`config.mk`:
```
export PLATFORM = sky130hd
export DESIGN_NAME = pipeline_hazard_ctrl
export DESIGN_NICKNAME = d
export VERILOG_FILES = /design/src/rtl/pipeline_hazard_ctrl.sv
export SDC_FILE = /design/constraint.sdc
export NUM_CORES = 1
export LEC_CHECK = 0
export ABC_AREA = 1
export BUFFER_PORTS_ARGS = -buffer_cell sky130_fd_sc_hd__buf_2
export CAP_MARGIN = 10
export CORE_ASPECT_RATIO = 1.25
export CORE_MARGIN = 2
export CORE_UTILIZATION = 25
export CTS_BUF_LIST = sky130_fd_sc_hd__clkbuf_8 sky130_fd_sc_hd__clkbuf_16
export DETAILED_ROUTE_END_ITERATION = 12
export PLACE_DENSITY = 0.48
export SETUP_SLACK_MARGIN = 0.4
export SLEW_MARGIN = 15
export SYNTH_ARGS = -nofsm -noshare
export SYNTH_HDL_FRONTEND = slang
export SYNTH_SLANG_ARGS = --single-unit
```
`constraint.sdc`:
```
create_clock -name clock -period 3.43 [get_ports clock]
set_input_delay 0.1715 -clock clock [delete_from_list [all_inputs] [get_ports clock]]
set_output_delay 0.1715 -clock clock [all_outputs]
set_load 0.005 [all_outputs]
```
`src/rtl/pipeline_hazard_ctrl.sv`:
```
// pipeline_hazard_ctrl: stall/flush controller for the 5-stage pipeline.
// Decodes PC/FD/DX/XM/MW write enables and squash controls from the FSM state
// plus the current hazard inputs (Mealy), and runs the multdiv start/wait
// handshake with a wait-timeout watchdog.
// Optional feature macro: STALL_PERF_EN adds the stall_cycles/flush_count
// performance counters.
module pipeline_hazard_ctrl #(
    parameter int unsigned MD_TIMEOUT = 64,
    parameter int unsigned CNT_W      = 7
) (
    input  logic        clock,
    input  logic        reset,
    input  logic [4:0]  fd_rs1,
    input  logic [4:0]  fd_rs2,
    input  logic        fd_uses_rs1,
    input  logic        fd_uses_rs2,
    input  logic [4:0]  dx_rd,
    input  logic        dx_is_load,
    input  logic        dx_is_multdiv,
    input  logic        br_taken,
    input  logic        md_ready,
    input  logic        md_exception,
    output logic        md_start,
    output logic        pc_wren,
    output logic        fd_wren,
    output logic        dx_wren,
    output logic        xm_wren,
    output logic        mw_wren,
    output logic        fd_flush,
    output logic        dx_bubble,
    output logic        xm_bubble,
`ifdef STALL_PERF_EN
    output logic [31:0] stall_cycles,
    output logic [31:0] flush_count,
`endif
    output logic        md_timeout
);

    localparam int unsigned REG_W = 5;

    typedef enum logic [0:0] {
        RUN     = 1'b0,
        MD_WAIT = 1'b1
    } state_t;

    state_t             state;
    state_t             state_n;
    logic [CNT_W-1:0]   wcnt;
    logic [CNT_W-1:0]   wcnt_n;
    logic               load_use_c;
    logic               wcnt_last_c;

    // Load-use hazard: a load in DX writes a register the FD instruction reads.
    assign load_use_c = dx_is_load && (dx_rd != REG_W'(0)) &&
                        ((fd_uses_rs1 && (fd_rs1 == dx_rd)) ||
                         (fd_uses_rs2 && (fd_rs2 == dx_rd)));

    // Last permitted wait cycle before the watchdog forces a release.
    assign wcnt_last_c = (wcnt == CNT_W'(MD_TIMEOUT - 1));

    // State and wait counter; reset aborts any multdiv wait in progress.
    always_ff @(posedge clock) begin
        if (reset) begin
            state <= RUN;
            wcnt  <= '0;
        end else begin
            state <= state_n;
            wcnt  <= wcnt_n;
        end
    end

    // Next-state and Mealy output decode; reset cycle presents the free-run outputs.
    always_comb begin
        state_n    = state;
        wcnt_n     = wcnt;
        md_start   = 1'b0;
        pc_wren    = 1'b1;
        fd_wren    = 1'b1;
        dx_wren    = 1'b1;
        xm_wren    = 1'b1;
        mw_wren    = 1'b1;
        fd_flush   = 1'b0;
        dx_bubble  = 1'b0;
        xm_bubble  = 1'b0;
        md_timeout = 1'b0;
        if (!reset) begin
            unique case (state)
                RUN: begin
                    if (dx_is_multdiv) begin
                        md_start  = 1'b1;
                        pc_wren   = 1'b0;
                        fd_wren   = 1'b0;
                        dx_wren   = 1'b0;
                        xm_bubble = 1'b1;
                        state_n   = MD_WAIT;
                        wcnt_n    = '0;
                    end else if (br_taken) begin
                        fd_flush  = 1'b1;
                        dx_bubble = 1'b1;
                    end else if (load_use_c) begin
                        pc_wren   = 1'b0;
                        fd_wren   = 1'b0;
                        dx_bubble = 1'b1;
                    end
                end
                MD_WAIT: begin
                    if (md_ready || md_exception || wcnt_last_c) begin
                        // Release: every latch advances so XM captures the result.
                        md_timeout = wcnt_last_c && !md_ready && !md_exception;
                        state_n    = RUN;
                        wcnt_n     = '0;
                    end else begin
                        // Hold front end, drain older instructions through XM/MW.
                        pc_wren   = 1'b0;
                        fd_wren   = 1'b0;
                        dx_wren   = 1'b0;
                        xm_bubble = 1'b1;
                        wcnt_n    = wcnt + CNT_W'(1);
                    end
                end
                default: begin
                    state_n = RUN;
                end
            endcase
        end
    end

`ifdef STALL_PERF_EN
    // Saturating performance counters for stall and flush cycles.
    always_ff @(posedge clock) begin
        if (reset) begin
            stall_cycles <= '0;
            flush_count  <= '0;
        end else begin
            if (!pc_wren && (stall_cycles != 32'hFFFF_FFFF)) begin
                stall_cycles <= stall_cycles + 32'd1;
            end
            if (fd_flush && (flush_count != 32'hFFFF_FFFF)) begin
                flush_count <= flush_count + 32'd1;
            end
        end
    end
`endif

endmodule

```
== Word level (Yosys, flattened, before mapping) ==
Index checks and enable logic that the tools add are counted.
Word-level totals
  register bits: 8
  latch bits: 0
  bits in writable memories: 0
  ROM bits: 0
  input port bits: 24
  output and inout bits: 10
  logic and storage cells: 50
  memories: 0
Operators by class
  add/subtract/negate cells: 1
  multipliers: 0
  divide/modulo/power cells: 0
  $lt $le $gt $ge: 0
  eq/ne operators: 4
  shift-type cells: 0
  multiplexer cells: 30
  bitwise operators: 1
  reduce and logical (&&, ||, !) cells: 12
Operators with widths (count)
  $mux W1: 24
  $mux W7: 2
  $pmux W7 S2: 1
  $eq A5 B5 Y1: 2
  $add A7 B1 Y7 const B: 1
  $eq A7 B6 Y1 const B: 1
  $logic_and A1 B1 Y1: 6
  $pmux W1 S2: 3
  $reduce_bool A5 Y1: 1
  $logic_or A1 B1 Y1: 3
  $logic_not A1 Y1: 2
  $ne A2 B2 Y1 const B: 1
  $not A1 Y1: 1

== Logic depth before layout (Yosys ltp) ==
Gate-level depths: netlist of the first run.
  depth after elaboration: 9
  mapped depth: 10
  depth with buffers taken out: 9

== Worst setup path after synthesis of the first run ==
Ideal clock, no wire load.
  kind: reg-to-output
  start point: register wcnt[0]
  end point: output pc_wren
  data arrival time: 1.185 ns
  required time: 3.259 ns
  slack: 2.074 ns
  stages on the path, launching flop included: 9
  path buffers: 1
  cells stage by stage: dfxtp_1 > ha_1 > nand3_2 > nor2_4 > inv_2 > nand3_2 > a21oi_1 > nand2_1 > buf_4
Between the ends
  cells in the longest elaborated chain, start to end: 5
Ends and longest elaborated chain
  start, declared: RTL line 48  | logic [CNT_W-1:0] wcnt;
  start signal, assigned: RTL line 68  | wcnt <= wcnt_n;
  $eq A7 B6 Y1: RTL line 59  | assign wcnt_last_c = (wcnt == CNT_W'(MD_TIMEOUT - 1));
  $logic_or A1 B1 Y1: RTL line 107  | if (md_ready || md_exception || wcnt_last_c) begin
  $mux W1
  $pmux W1 S2
  $mux W1
  end, declared: RTL line 24  | output logic pc_wren,
No other way between the ends.

== Final worst setup path of the first run ==
  start point: register wcnt[0]
  end point: output fd_wren
Between the ends
  cells in the longest elaborated chain, start to end: 5
Ends and longest elaborated chain
  $eq A7 B6 Y1: RTL line 59
  $logic_or A1 B1 Y1: RTL line 107
  $mux W1: RTL line 107
  $pmux W1 S2: RTL line 87  | unique case (state)
  $mux W1: RTL line 86  | if (!reset) begin
  end, declared: RTL line 25  | output logic fd_wren,
No other way between the ends.

==> results of run 1 <==
## cells in the mapped netlist, drive strengths merged
master / count / area [um2]
or2: 1 / 6.26
nor2: 18 / 92.6
a21oi: 6 / 37.5
dfxtp: 8 / 160
xnor2: 1 / 8.76
nor3: 1 / 5.00
nand3b: 1 / 7.51
buf: 3 / 22.5
nand4: 1 / 6.26
inv: 26 / 97.6
ha: 1 / 12.5
o21ai: 7 / 35.0
nand3: 11 / 70.1
nand2: 42 / 158
conb: 1 / 3.75
## how the worst max path moves through the flow
| stage | slack (ps) | endpoint |
|---|---|---|
| 4_1_cts | 1730 | pc_wren |
| 3_5_place_dp | 1970 | pc_wren |
| 3_3_place_gp | 2050 | fd_wren |
| 6_report | 1750 | fd_wren |
| 2_1_floorplan | 2070 | pc_wren |
| 5_1_grt | 1660 | pc_wren |
## flip-flops by register name, summed over array words and instances, names as in the netlist
name / cells
state: 1
wcnt: 7
## stage by stage
stage                     utilization (%)  power, mW
after global placement               33.3      0.162
after floorplan                         -      0.135
final                                34.9      0.273
after global routing                 34.9      0.291
after CTS                            34.9      0.278
after detailed placement             33.3      0.163
## per-layer routing
layer  share of wire [%]  up-vias  wire length, um
met4                 1.4        0               25
met2                  50       24              909
met1                  41      355              750
met3                 8.0        4              146
met5                   0        -                0
li1                    -      451                -
## worst max-delay path: cells and delay by family, from the launching register on
kind / cells / cell delay [ps]
simple gates: 4 / 430
flops: 1 / 390
fa+ha+maj: 1 / 220
buf+inv: 2 / 170
compound gates: 1 / 60
## power breakdown
group	switching (mW)	total (mW)	internal (mW)	leakage, nW
registers	0.00209	0.0975	0.0954	0.0648
logic	0.0357	0.0630	0.0273	0.420
clock network	0.0363	0.112	0.0759	0.0216
## cell families after synthesis
family	Yosys count	synth area share [%]
xor gates and xnor gates	1	1.21
adders and majority gates	1	1.73
DFF	8	22.1
buffers and inverters	29	16.6
and+or+nand+nor	75	47.8
AOI/OAI and AO/OA	13	10.0
other	1	0.519
## layout make-up
cell class | count | area, um2
Clock buffer | 3 | 41.3
Fill cell | 313 | 1760
Inverter | 26 | 97.6
Multi-Input combinational cell | 92 | 447
Sequential cell | 8 | 160
Tap cell | 34 | 42.5
Timing Repair Buffer | 31 | 155
==> results.md, run 1 <==
- RSZ-0062 raised after global routing: no
- Most frequent cells in the layout: nand2_1, buf_2, inv_1
- Initial drt markers: 20
- Reg-to-reg endpoint: wcnt[0]
- P&R area growth vs syn: 30.4%
- Port-buffer cells: 31
- Max IR drop VDD: 0.145 mV
- CP startpoint kind: register
- Die Area: 0.00334 mm2
- Status: complete, no violations
- Clk sinks: 8
- P per Cell Area: 289 mW/mm2
- Gr busiest metal: met2
- Grt total ovfl: 0
- Worst-Skew Late Latency: 230 ps
- Unique masters post-synth: 20
- Final hold vios: 0
- Clk root buf: clkbuf_8
- Design area: 943 um2
- First-pass GRT wire length: 2880 um
- Max-slew violation count: 0
- Final setup viols: 0
- Number of global-route vias before repair: 744
- CTS max path bufs: 2
- Number of cell rows: 21
- Syn_area_per_cell: 5.65 um2
- Post-Route Setup TNS: 0 ps
- Hold buffers post-CTS: 0
- Max-cap violation count: 0
- Critical Path AT: 1510 ps
- Mapped Cells: 128
- Fin nets: 187
- RR Startpoint: wcnt[0]
- Largest net degree at the start of global routing: 8
- DP Worst Slack: 1970 ps
- Met2 global-route usage: 20.3%
- Number of gates resized after cts: 0
- Core area: 0.00271 mm2
- Critical path, cell by cell: ha_1 -> nand3_2 -> nor2_4 -> inv_2 -> nand3_2 -> a21oi_1 -> nand2_1 -> buf_2
- Worst Reg2Reg Path Length in Cells: 6
- Hold Crit Start: dx_is_multdiv
- Detailed-route via count: 834
- Setup ws final: 1750 ps
- WL/cell: 9.44 um
- Crit. Startpoint: wcnt[0]
- Dpl cells: 191
- Total setup buffers inserted after CTS: 0
- Die Wd: 52.1 um
- Initial core utilization: 26.7%
- Max FO, Critical Path: 4
- H-Tree Depth: 1
- Via density per instance: 4.30
- Slowest stage cell, crit path: dfxtp_1
- Leak Pwr: 0.507 nW
- I/O pin cnt: 34
- Most common cell after layout, fill and taps aside: nand2_1
- Peak Freq: 594 MHz
- Cell Area, Synth: 723 um2
- FF+latch count, synth: 8
- R2r setup slk: 2180 ps
- M3 GR Usage: 1.87%
- Final ANT Viol Nets: 0
- Clock slew seen by the registers of the worst setup and hold paths: 40 ps
- CTS Buf Count: 3
- Max Clock Skew: 2.85 ps
- DIE HEIGHT: 64.1 um
- Final cell count without fillers: 194
- CP max stage delay: 390 ps
- Dpl cell area: 902 um2
- Hold Crit Class: primary input to register
- GRT Total Usage: 11.3%
- Minimum period implied by the final worst setup slack: 1680 ps
- DRT Pass-1 Iters: 4
- DRC violations left: 0
- GRT met1 Usage: 11.9%
- Hold Path Sink: wcnt[0]
- Layout cell share with drive strength beyond 1: 33.8%
- Gpl congestion: 0.746
- Setup CP Type: register to output port
- Depth of the worst hold-timing path: 4
- HPWL after DPL: 1550 um
- Sequential fraction of the synthesis area: 22.1%
- Synthesis Warnings: 0
- CTS tree: done
- WHS: 265 ps
- Worst setup EP type: output port
- Routed wire length: 1830 um
- Crit path required time: 3260 ps
- # diodes: 0
- Period utilization: 49.1%
- Antenna violations before repair: 0
- Cell mode on critical path: nand3_2
Power figures use the tool's default switching activity.
==> run 2, diff against run 1 <==
--- a/config.mk
+++ b/config.mk
@@ -13,7 +13,7 @@
 export CORE_UTILIZATION = 25
 export CTS_BUF_LIST = sky130_fd_sc_hd__clkbuf_8 sky130_fd_sc_hd__clkbuf_16
 export DETAILED_ROUTE_END_ITERATION = 12
-export PLACE_DENSITY = 0.48
+export PLACE_DENSITY = 0.5
 export SETUP_SLACK_MARGIN = 0.4
 export SLEW_MARGIN = 15
 export SYNTH_ARGS = -nofsm -noshare
==> constraint.sdc (replaced) <==
create_clock -name clock -period 1.45 [get_ports clock]
set_input_delay 0.0725 -clock clock [delete_from_list [all_inputs] [get_ports clock]]
set_output_delay 0.0725 -clock clock [all_outputs]
set_load 0.005 [all_outputs]
==> run 2 against run 1 <==
Via count is 6.5% higher. Final cell count increased by 6.7%. Core utilization is 7.4 points higher. Routed wire length grew 13%. Power increased by 150%. Combinational power increased to 2.7 times the previous value. Register-to-register slack lost 2100 ps. Sequential share of layout area decreased by 2.2 points. Clock power grew 140%. Hold slack worse by 93 ps. Largest power group unchanged.
==> results.md, run 2 (synthesis gave the netlist of run 1 again) <==
- Critical Path Sink: dx_wren
- Initial drt markers: 9
- DRC violations left: 0
- Internal power: 0.480 mW
- Clk root buf: clkbuf_8
- DRT Pass-1 Iters: 4
- Max IR drop VDD: 0.499 mV
- Final setup viols: 0
- RR Startpoint: wcnt[0]
- Port-buffer cells: 31
- Critical Path AT: 1370 ps
- Layout cell share with drive strength beyond 1: 46.2%
- Top Registers: wcnt x7, state x1
- Combinational share of power: 25.3%
- Die Area: 0.00334 mm2
- Clock Power Share: 40.7%
- Crit. Startpoint: wcnt[0]
- I/O pin cnt: 34
- Max reg flops: 7
- Number of global-route vias before repair: 809
- Most frequent cells in the layout: nand2_1, buf_2, inv_1
- Initial core utilization: 26.7%
- # diodes: 0
- Post-Route Setup TNS: 0 ps
- Antenna violations before repair: 0
- CP startpoint kind: register
- P per Cell Area: 590 mW/mm2
- Crit path required time: 1380 ps
- Routed length on met2: 1060 um
- Setup ws final: 9.83 ps
- WL/cell: 9.96 um
- Hold buffers post-CTS: 0
- WHS: 172 ps
- Largest Register: wcnt
- Die Wd: 52.1 um
- Switching share of power: 28.8%
- DIE HEIGHT: 64.1 um
- Wl on met1: 834 um
- P&R area growth vs syn: 58.0%
- Leak Pwr: 0.580 nW
- Grt total ovfl: 0
- Via density per instance: 4.29
- First-pass GRT wire length: 3220 um
- Period utilization: 99.3%
- Core area: 0.00271 mm2
- Met3 WL post-DR: 126 um
- HPWL after DPL: 1560 um
- Max-cap violation count: 0
- Max-slew violation count: 0
- Final hold vios: 0
- Routed wire length: 2060 um
- Status: complete, no violations
- DP Worst Slack: 188 ps
- Reg-to-reg endpoint: wcnt[5]
- CTS max path bufs: 2
- Max Clock Skew: 4.97 ps
- Sequential share of power: 34.0%
- Switch Pwr: 0.194 mW
- Most common cell after layout, fill and taps aside: nand2_1
- Fin nets: 200
- Largest net degree at the start of global routing: 8
- Number of cell rows: 21
- Dpl cell area: 925 um2
- Setup CP Type: register to output port
- Design area: 0.00114 mm2
- RSZ-0062 raised after global routing: yes
- Clock slew seen by the registers of the worst setup and hold paths: 40 ps
- Minimum period implied by the final worst setup slack: 1440 ps
- Worst-Skew Late Latency: 230 ps
- CTS Buf Count: 3
- Gpl congestion: 0.761
- Clk sinks: 8
- CTS tree: done
- Final ANT Viol Nets: 0
- Peak Freq: 694 MHz
- Total design power: 0.674 mW
- Hold Crit Class: primary input to register
- Worst setup EP type: output port
- H-Tree Depth: 1
- GRT Total Usage: 12.8%
- Max FO, Critical Path: 3
- Detailed-route via count: 888
- R2r setup slk: 50 ps
- Worst Reg2Reg Path Length in Cells: 10
- DR top layer: met4
## run 2: power groups by stage
stage,sequential (mW),clock (mW),combinational [mW]
after floorplan,0.234,0,0.0875
after global placement,0.235,0,0.150
after detailed placement,0.235,0,0.152
after CTS,0.228,0.276,0.167
after global routing,0.230,0.288,0.194
final,0.229,0.274,0.170
## run 2: what timing repair did
| item | 4_1_cts | 5_1_grt |
|---|---|---|
| setup buffers | 12 | 1 |
| resized for setup | 13 | 8 |
| pin swaps | 7 | 2 |
| endpoints found under the setup margin | 14 | 15 |
## run 2: worst max-delay path: stages (launching register included)
cell and delay [ps]:
dfxtp_4 350, ha_4 170, nand3_4 90, nor2_4 40, inv_2 80, nand3_4 80
a21oi_2 180, inv_2 30, buf_2 120
## run 2: worst min path at each step
stage                   from    endpoint  slack, ps  cells past startpoint
6_report            md_ready       state        170                      4
2_1_floorplan          reset  md_timeout        180                      1
3_3_place_gp        md_ready       state        400                      4
4_1_cts             md_ready       state        170                      4
3_5_place_dp   dx_is_multdiv     wcnt[0]        410                      4
5_1_grt             md_ready       state        190                      4
## run 2: cell type report
class                   instances  area (um2)
clock buffers                   3        41.3
multi-input cells              92         524
flip-flops and latches          8         169
repair buffers                 44         268
well taps                      34        42.5
fillers                       278        1560
inverters                      26        97.6
## run 2: routing by layer
layer	up-vias	GRT usage (%)
met5	-	0
met4	0	5.92
met3	5	1.64
met2	26	23.4
met1	382	14.1
li1	475	-
## run 2: metrics by stage
step | cells | util (%)
6_report | 207 | 42.2
5_1_grt | 207 | 42.2
2_1_floorplan | 129 | -
3_5_place_dp | 191 | 34.2
4_1_cts | 206 | 40.7
3_3_place_gp | 191 | 34.2
